==> config.mk <==
export PLATFORM = sky130hd
export DESIGN_NAME = ballot_session_ctrl
export DESIGN_NICKNAME = d
export VERILOG_FILES = /design/src/rtl/voting_pkg.sv /design/src/rtl/session_timer.sv /design/src/rtl/ballot_session_ctrl.sv
export SDC_FILE = /design/constraint.sdc
export NUM_CORES = 1
export LEC_CHECK = 0
export ABC_AREA = 1
export ABC_CLOCK_PERIOD_IN_PS = 1800
export BUFFER_PORTS_ARGS = -buffer_cell sky130_fd_sc_hd__buf_2
export CAP_MARGIN = 0
export CORE_AREA = 2 2 58 60
export DETAILED_ROUTE_END_ITERATION = 8
export DIE_AREA = 0 0 60 62
export GPL_ROUTABILITY_DRIVEN = 0
export GPL_TIMING_DRIVEN = 0
export HOLD_SLACK_MARGIN = 0.1
export PLACE_DENSITY = 0.8
export RECOVER_POWER = 50
export SLEW_MARGIN = 20
export SYNTH_ARGS = -nofsm -noshare
export SYNTH_HDL_FRONTEND = slang
export SYNTH_SLANG_ARGS = --single-unit
==> constraint.sdc <==
create_clock -name clk -period 1.8 [get_ports clk]
set_input_delay 0.36 -clock clk [delete_from_list [all_inputs] [get_ports clk]]
set_output_delay 0.36 -clock clk [all_outputs]
set_load 0.03 [all_outputs]
==> src/rtl/voting_pkg.sv <==
`default_nettype none
// ============================================================================
// Module   : voting_pkg
// Purpose  : Shared types and constants for the ballot session controller and
//            the vote logger. Holds the session state encoding, the default
//            candidate count and the ballot counter width.
// Ports    : (package, none)
// Revision : 1.0 - initial release
// ============================================================================
package voting_pkg;

  // Default number of candidate buttons / grant lines.
  localparam int NUM_CAND_DEF = 4;

  // Width of the accepted-ballot counter; the vote logger uses the same width.
  localparam int COUNT_W = 8;

  // Session states, explicitly encoded so the encoding is stable across tools.
  typedef enum logic [2:0] {
    ST_IDLE   = 3'd0,
    ST_ARMED  = 3'd1,
    ST_GRANT  = 3'd2,
    ST_HOLD   = 3'd3,
    ST_LOCKED = 3'd4
  } session_state_t;

endpackage : voting_pkg
`default_nettype wire

==> src/rtl/session_timer.sv <==
`default_nettype none
// ============================================================================
// Module   : session_timer
// Purpose  : Loadable down-counter shared by the ARMED timeout and the HOLD
//            confirmation interval. Stops at zero instead of wrapping.
// Ports    : clk       - system clock, rising edge
//            rst       - synchronous active-high reset (count -> 0)
//            i_load    - load i_load_val this cycle (wins over i_enable)
//            i_load_val- value loaded into the counter
//            i_enable  - decrement by one when non-zero
//            o_zero    - counter currently equals zero
// Revision : 1.0 - initial release
// ============================================================================
module session_timer #(
  parameter int WIDTH = 10
) (
  input  logic             clk,
  input  logic             rst,
  input  logic             i_load,
  input  logic [WIDTH-1:0] i_load_val,
  input  logic             i_enable,
  output logic             o_zero
);

  logic [WIDTH-1:0] r_count;

  always_ff @(posedge clk) begin
    if (rst) begin
      r_count <= '0;
    end else if (i_load) begin
      r_count <= i_load_val;
    end else if (i_enable && (r_count != '0)) begin
      r_count <= r_count - WIDTH'(1);
    end
  end

  assign o_zero = (r_count == '0);

endmodule : session_timer
`default_nettype wire

==> src/rtl/ballot_session_ctrl.sv <==
`default_nettype none
// ============================================================================
// Module   : ballot_session_ctrl
// Purpose  : Per-voter session sequencer. Arms one ballot per officer enable,
//            accepts exactly one single-button press per session and forwards
//            it as a one-cycle one-hot grant. Rejects simultaneous presses,
//            abandons idle ballots after a timeout and locks voting while
//            result mode is selected. All outputs are registered.
// Ports    : clk           - system clock, rising edge
//            reset         - synchronous active-high reset
//            mode          - 0 = voting, 1 = result display
//            voter_enable  - officer pulse that arms a ballot
//            vote_req      - one-cycle request pulses from the debouncers
//            vote_grant    - one-hot, one-cycle grant to the vote logger
//            ballot_armed  - high while a press is accepted
//            vote_accepted - one-cycle pulse coincident with vote_grant
//            conflict      - one-cycle pulse on a multi-button press
//            timeout       - one-cycle pulse when an armed ballot is abandoned
//            last_choice   - one-hot of the last accepted candidate
//            ballots_cast  - accepted-ballot count, saturating at 255
// Revision : 1.0 - initial release
// ============================================================================
module ballot_session_ctrl
  import voting_pkg::*;
#(
  parameter int NUM_CAND    = NUM_CAND_DEF,
  parameter int TIMEOUT_CYC = 1000,
  parameter int CONFIRM_CYC = 8
) (
  input  logic                clk,
  input  logic                reset,
  input  logic                mode,
  input  logic                voter_enable,
  input  logic [NUM_CAND-1:0] vote_req,
  output logic [NUM_CAND-1:0] vote_grant,
  output logic                ballot_armed,
  output logic                vote_accepted,
  output logic                conflict,
  output logic                timeout,
  output logic [NUM_CAND-1:0] last_choice,
  output logic [COUNT_W-1:0]  ballots_cast
);

  localparam int c_TIMER_MAX = (TIMEOUT_CYC > CONFIRM_CYC) ? TIMEOUT_CYC : CONFIRM_CYC;
  localparam int c_TIMER_W   = $clog2(c_TIMER_MAX);
  localparam logic [c_TIMER_W-1:0] c_TIMEOUT_LOAD = c_TIMER_W'(TIMEOUT_CYC - 1);
  localparam logic [c_TIMER_W-1:0] c_CONFIRM_LOAD = c_TIMER_W'(CONFIRM_CYC - 1);

  session_state_t r_state;
  session_state_t w_state_nxt;

  logic                 w_tmr_load;
  logic [c_TIMER_W-1:0] w_tmr_load_val;
  logic                 w_tmr_en;
  logic                 w_tmr_zero;

  // Request classification: x & (x-1) clears the lowest set bit, so the
  // result is zero exactly when at most one bit is set.
  logic w_req_any;
  logic w_req_onehot;
  logic w_req_multi;

  assign w_req_any    = |vote_req;
  assign w_req_onehot = w_req_any && ((vote_req & (vote_req - NUM_CAND'(1))) == '0);
  assign w_req_multi  = w_req_any && !w_req_onehot;

  // Only an armed ballot in voting mode reacts to presses; mode has priority.
  logic w_armed_live;
  assign w_armed_live = (r_state == ST_ARMED) && !mode;

  logic                w_accept;
  logic [NUM_CAND-1:0] w_grant_nxt;
  logic                w_armed_nxt;
  logic                w_conflict_nxt;
  logic                w_timeout_nxt;
  logic [NUM_CAND-1:0] w_last_nxt;
  logic [COUNT_W-1:0]  w_count_nxt;

  logic [NUM_CAND-1:0] r_grant;
  logic                r_accepted;
  logic                r_armed;
  logic                r_conflict;
  logic                r_timeout;
  logic [NUM_CAND-1:0] r_last;
  logic [COUNT_W-1:0]  r_count;

  session_timer #(
    .WIDTH (c_TIMER_W)
  ) u_timer (
    .clk        (clk),
    .rst        (reset),
    .i_load     (w_tmr_load),
    .i_load_val (w_tmr_load_val),
    .i_enable   (w_tmr_en),
    .o_zero     (w_tmr_zero)
  );

  // State register.
  always_ff @(posedge clk) begin
    if (reset) begin
      r_state <= ST_IDLE;
    end else begin
      r_state <= w_state_nxt;
    end
  end

  // Next-state and timer control.
  always_comb begin
    w_state_nxt    = r_state;
    w_tmr_load     = 1'b0;
    w_tmr_load_val = '0;
    w_tmr_en       = 1'b0;
    case (r_state)
      ST_IDLE: begin
        if (mode) begin
          w_state_nxt = ST_LOCKED;
        end else if (voter_enable) begin
          w_state_nxt    = ST_ARMED;
          w_tmr_load     = 1'b1;
          w_tmr_load_val = c_TIMEOUT_LOAD;
        end
      end
      ST_ARMED: begin
        if (mode) begin
          w_state_nxt = ST_LOCKED;
        end else if (w_req_onehot) begin
          // A valid press beats an expiring timer in the same cycle.
          w_state_nxt = ST_GRANT;
        end else if (w_req_multi) begin
          // Rejected press does not pause the timeout; the timer saturates
          // at zero so the timeout fires on the next quiet cycle.
          w_tmr_en = 1'b1;
        end else if (w_tmr_zero) begin
          w_state_nxt = ST_IDLE;
        end else begin
          w_tmr_en = 1'b1;
        end
      end
      ST_GRANT: begin
        w_state_nxt    = ST_HOLD;
        w_tmr_load     = 1'b1;
        w_tmr_load_val = c_CONFIRM_LOAD;
      end
      ST_HOLD: begin
        if (w_tmr_zero) begin
          w_state_nxt = mode ? ST_LOCKED : ST_IDLE;
        end else begin
          w_tmr_en = 1'b1;
        end
      end
      ST_LOCKED: begin
        if (!mode) begin
          w_state_nxt = ST_IDLE;
        end
      end
      default: begin
        w_state_nxt = ST_IDLE;
      end
    endcase
  end

  // Output next values; registered below so every output comes from a flop.
  always_comb begin
    w_accept       = w_armed_live && w_req_onehot;
    w_grant_nxt    = w_accept ? vote_req : '0;
    w_armed_nxt    = (w_state_nxt == ST_ARMED);
    w_conflict_nxt = w_armed_live && w_req_multi;
    w_timeout_nxt  = w_armed_live && !w_req_any && w_tmr_zero;
    w_last_nxt     = w_accept ? vote_req : r_last;
    w_count_nxt    = r_count;
    if (w_accept && (r_count != '1)) begin
      w_count_nxt = r_count + COUNT_W'(1);
    end
  end

  always_ff @(posedge clk) begin
    if (reset) begin
      r_grant    <= '0;
      r_accepted <= 1'b0;
      r_armed    <= 1'b0;
      r_conflict <= 1'b0;
      r_timeout  <= 1'b0;
      r_last     <= '0;
      r_count    <= '0;
    end else begin
      r_grant    <= w_grant_nxt;
      r_accepted <= w_accept;
      r_armed    <= w_armed_nxt;
      r_conflict <= w_conflict_nxt;
      r_timeout  <= w_timeout_nxt;
      r_last     <= w_last_nxt;
      r_count    <= w_count_nxt;
    end
  end

  assign vote_grant    = r_grant;
  assign vote_accepted = r_accepted;
  assign ballot_armed  = r_armed;
  assign conflict      = r_conflict;
  assign timeout       = r_timeout;
  assign last_choice   = r_last;
  assign ballots_cast  = r_count;

endmodule : ballot_session_ctrl
`default_nettype wire

## Word-level counts from Yosys, hierarchy flattened

Index checks and enable logic that the tools add are counted.

| word-level totals | value |
|---|---|
| output and inout port bits | 20 |
| register bits | 33 |
| word-level logic and storage cells | 62 |
| input bits | 8 |

| operators by class | value |
|---|---|
| add/sub/neg operators | 3 |
| reductions and logical operators | 19 |
| bitwise gates (word level) | 2 |
| eq/ne operators | 6 |
| multiplexer cells | 23 |

Operators by type and width:

| cell | number |
|---|---|
| $mux W10 | 4 |
| $mux W3 | 9 |
| $pmux W10 S2 | 1 |
| $pmux W3 S5 | 1 |
| $logic_not A10 Y1 | 1 |
| $reduce_bool A10 Y1 | 1 |
| $sub A10 B1 Y10 const B | 1 |
| $logic_and A1 B1 Y1 | 9 |
| $add A8 B1 Y8 const B | 1 |
| $ne A8 B8 Y1 const B | 1 |
| $eq A3 B1 Y1 const B | 2 |
| $eq A3 B2 Y1 const B | 2 |
| $mux W1 | 6 |
| $and A4 B4 Y4 | 1 |
| $logic_not A4 Y1 | 1 |
| $pmux W1 S2 | 2 |
| $reduce_or A4 Y1 | 1 |
| $sub A4 B1 Y4 const B | 1 |
| $eq A3 B3 Y1 const B | 1 |
| $logic_not A1 Y1 | 3 |
| $logic_not A3 Y1 | 1 |
| $reduce_bool A2 Y1 | 1 |
| $reduce_or A2 Y1 | 1 |
| $not A1 Y1 | 1 |

## Depth between registers and ports, before layout

| depth | value |
|---|---|
| word-level depth | 13 |
| gate-level depth with buffers | 13 |
| depth with buffers taken out | 12 |

## Cells and area by module

Synthesis repeated with hierarchy kept, for this count alone.

| unflattened totals | value |
|---|---|
| cells, all modules | 276 |
| area, all modules | 1913.1 um^2 |

By module, submodules not included:

| module | area an instance (um^2) | times used | sequential area each (um^2) | cells each |
|---|---|---|---|---|
| ballot_session_ctrl | 1154.9 | 1 | 460.4 | 160 |
| session_timer | 758.2 | 1 | 200.2 | 116 |

## Worst setup path after synthesis

OpenSTA, ideal clock, no wires.

| timing path | value |
|---|---|
| kind | register -> register |
| start | register r_count[1] (netlist: ballots_cast[1]) |
| end | register r_count[5] (netlist: ballots_cast[5]) |
| data arrival time | 1.479 ns |
| slack | 0.251 ns |
| required time | 1.730 ns |
| library setup time | 0.070 ns |
| stages on the path, launching flop included | 8 |
| period minus slack after synthesis | 1.549 ns |
| path through | dfxtp_1 > ha_1 > nand4_1 > o21ai_2 > nor2_1 > nand3_1 > nand2_1 > a21oi_1 |

| on the way | value |
|---|---|
| longest elaborated chain between the ends | 2 |

Ends and longest elaborated chain:

| element | RTL line | RTL |
|---|---|---|
| start, declared | ballot_session_ctrl.sv:85 | `logic [COUNT_W-1:0] r_count;` |
| start signal, assigned | ballot_session_ctrl.sv:192 | `r_count <= w_count_nxt;` |
| branches (longest 2 deep; another with $add A8 B1 Y8) | n/a |  |

Several ways; the timed one is not identified.
A chain may end at the register's enable or synchronous reset.

## Worst setup path after layout

| timing path | value |
|---|---|
| start | register u_timer.r_count[0] |
| end | register u_timer.r_count[6] |

| on the way | value |
|---|---|
| longest elaborated chain between the ends | 8 |

Ends and longest elaborated chain:

| element | RTL line | RTL |
|---|---|---|
| start, declared | session_timer.sv:25 | `logic [WIDTH-1:0] r_count;` |
| start signal, assigned | session_timer.sv:31 | `r_count <= i_load_val;` |
| start signal, assigned | session_timer.sv:33 | `r_count <= r_count - WIDTH'(1);` |
| $logic_not A10 Y1 | session_timer.sv:37 | `assign o_zero = (r_count == '0);` |
| $mux W1 | ballot_session_ctrl.sv:133, ballot_session_ctrl.sv:145 |  |
| $mux W1 | ballot_session_ctrl.sv:129 | `end else if (w_req_multi) begin` |
| $mux W1 | ballot_session_ctrl.sv:126 | `end else if (w_req_onehot) begin` |
| $mux W1 | ballot_session_ctrl.sv:124 | `if (mode) begin` |
| $pmux W1 S2 | ballot_session_ctrl.sv:113 | `case (r_state)` |
| $logic_and A1 B1 Y1 | session_timer.sv:32 | `end else if (i_enable && (r_count != '0)) begin` |
| $reduce_bool A2 Y1 (no source line) | n/a |  |

Parallel ways exist; a longest one is shown, timed or not. The select of a mux whose other input is x is not followed.

==> flow_summary.toml <==
[run_status]
status = "finished, final reports clean"

[floorplanning]
die_area_mm2 = 0.00372
die_x_um = 60
io_pins = 28
core_area_mm2 = 0.00318
initial_core_util_pct = 50.9
num_rows = 21
die_h_um = 62

[detailed_routing]
drt_iter0_drc = 28
vias = 1523
drc = 0
wl_per_cell_um = 10.0
antenna_left = 0
firstDrtPassIters = 4
wirelength_mm = 3.17
viasPerCell = 4.82

[global_routing]
grt_max_degree = 12
grt_usage_pct = 18.7
antenna_found_initial = 0
grt_overflow = 0
grt_pass1_wl_mm = 5.21
grt_pass1_vias = 1251

[clock_network]
cts_tree = "done"
clock_latency_ps = 340
cts_htree_levels = 2
path_clk_slew_ps = 100
clkSinkCount = 33
cts_made_buffers = 5
clockBufferDepth = 2
cts_hold_buffers = 0
cts-root-buf = "clkbuf_4"

[sta]
fmax_ghz = 0.611
slew_viol_final = 0
fin_crit_sh_pct = 90.9
rsz0062_at_grt = "no"
finalSetupViolCount = 0
skew_ps = 7.08
worstMarginPinSlew_ps = 463
layout_setup_ws_ps = 163
finalHoldViolCount = 0
min_period_ps = 1640
slew_headroom_pct = 68.9
fin_tns_setup_ps = 0

[placement]
io_buffers = 26
dp_hpwl_mm = 2.41
dp_slack_ps = 78.5

[synthesis]
yosys-top-cells-count = "50 x nand2_1, 37 x nor2_1, 35 x inv_1"
synth.net_count = 243
ys_seq_elements = 33
seq_area_frac_synth_pct = 40.8
synth_area_per_cell_um2 = 6.94
postSynthCellCount = 233
syn_area_mm2 = 0.00162
yosys_warnings = 0
synth_area_leaders = "dfxtp_1 41%, nand2_1 12%, nor2_1 8.6%, inv_1 8.1%, nand3_1 5.6%"
synth_edf_count = 0
synth_area_leader_cell = "dfxtp_1"
synth.most_common_cell = "nand2_1"
dominantRegCellSynth = "dfxtp_1"
synth_top_cell_area_share_pct = 40.8
synthDistinctLibCells = 24
async_flop_share_pct = 0

[critical_path]
start_kind = "flop"
path_max_fanout = 10
worstPathRequired_ps = 2080
critical-path-max-stage-delay_ps = 350
reg2reg_depth = 11
worstPathCellList = "inv_1, ha_2, nand2_2, nor2_4, nand3_2, nand3_2, nand2_4, nand2_2, buf_6, nand3_1, a21oi_1"
end_kind = "flop"
critPathTopFamily = "simple AND/OR/NAND/NOR gates"
crit_cells = 11
arrival_ps = 1920
critPathBufInv = 2
crit_slowest_cell = "dfxtp_2"
crit_type = "flop to flop"

[job]
maxCapViolCount = 0

[finish]
area_growth_pct = 16.8
diodes = 0
finalNetCount = 279
drive_above_1_share_pct = 21.1
fin_util_pct = 59.4
nFillCells = 316

[hold_path]
worst_hold_path_type = "input port to flop"
worstHoldPathCells = 3

[power_and_ir_drop]
ir_drop_v = 0.000702
leakagePower_nw = 0.955
power.density_mw_per_mm2 = 829
## state kept, by name (all words and copies together) (netlist names)
name,count
vote_accepted,1
ballot_armed,1
last_choice,4
timeout,1
conflict,1
ballots_cast,8
u_timer.r_count,10
r_state,3
vote_grant,4
## final timing paths
check / startpoint / end / slack, ps
max: u_timer.r_count[0] / u_timer.r_count[6] / 160
min: vote_req[0] / vote_grant[0] / 280
max reg2reg: u_timer.r_count[0] / u_timer.r_count[6] / 160
min reg2reg: u_timer.r_count[0] / u_timer.r_count[0] / 490
## power breakdown
group          internal, mW  switching, mW
Clock                 0.147          0.264
Combinational         0.151          0.218
Sequential            0.760         0.0270
## what timing repair did
item                       in CTS  in global routing
buffers inserted                0                  3
setup endpoints to repair       0                 10
resized for setup               0                  3
## metrics by stage
step	instances	power (mW)	hold WS, ps	cell area, µm²
5_1_grt	316	1.66	276	1890
4_1_cts	313	1.54	277	1860
3_3_place_gp	305	1.12	465	1810
6_report	316	1.57	283	1890
2_1_floorplan	233	1.07	470	1620
3_5_place_dp	305	1.13	475	1810
## metal layers
layer	share of wire, %	GRT usage (%)
met1	46	22.5
met2	48	31.8
met3	3.7	5.59
met4	1.8	6.67
met5	0	0
## final cells by class
class	instances	area, µm²	area share [%]
plain buffers	4	25.0	1.32
clock buffers	5	37.5	1.99
clock inverters	3	17.5	0.927
inverters	38	143	7.55
multi-input cells	158	795	42.1
flip-flops and latches	33	662	35.0
well taps	46	57.6	3.05
repair buffers	29	153	8.08
## cells by family after synthesis
family          Yosys count  synth area share (%)
xor+xnor                  7                  3.79
fa+ha+maj                 2                  1.55
buf+inv                  42                  10.4
simple gates            124                  34.4
flops                    33                  40.8
compound gates           25                  9.05
## cell usage in the layout (no fill, tap or decap), drive strengths merged
cell / n
a21oi: 12
a31o: 4
buf: 32
clkbuf: 6
clkinv: 3
clkinvlp: 1
dfxtp: 33
ha: 2
inv: 37
nand2: 55
nand3: 20
nand4: 6
nor2: 38
nor3: 5
o211ai: 1
o21ai: 8
xnor2: 3
xor2: 4
## worst min-delay path: stages
cell and delay [ps]:
buf_2 110, inv_1 60, nor2_1 50
Power figures use the tool's default switching activity.
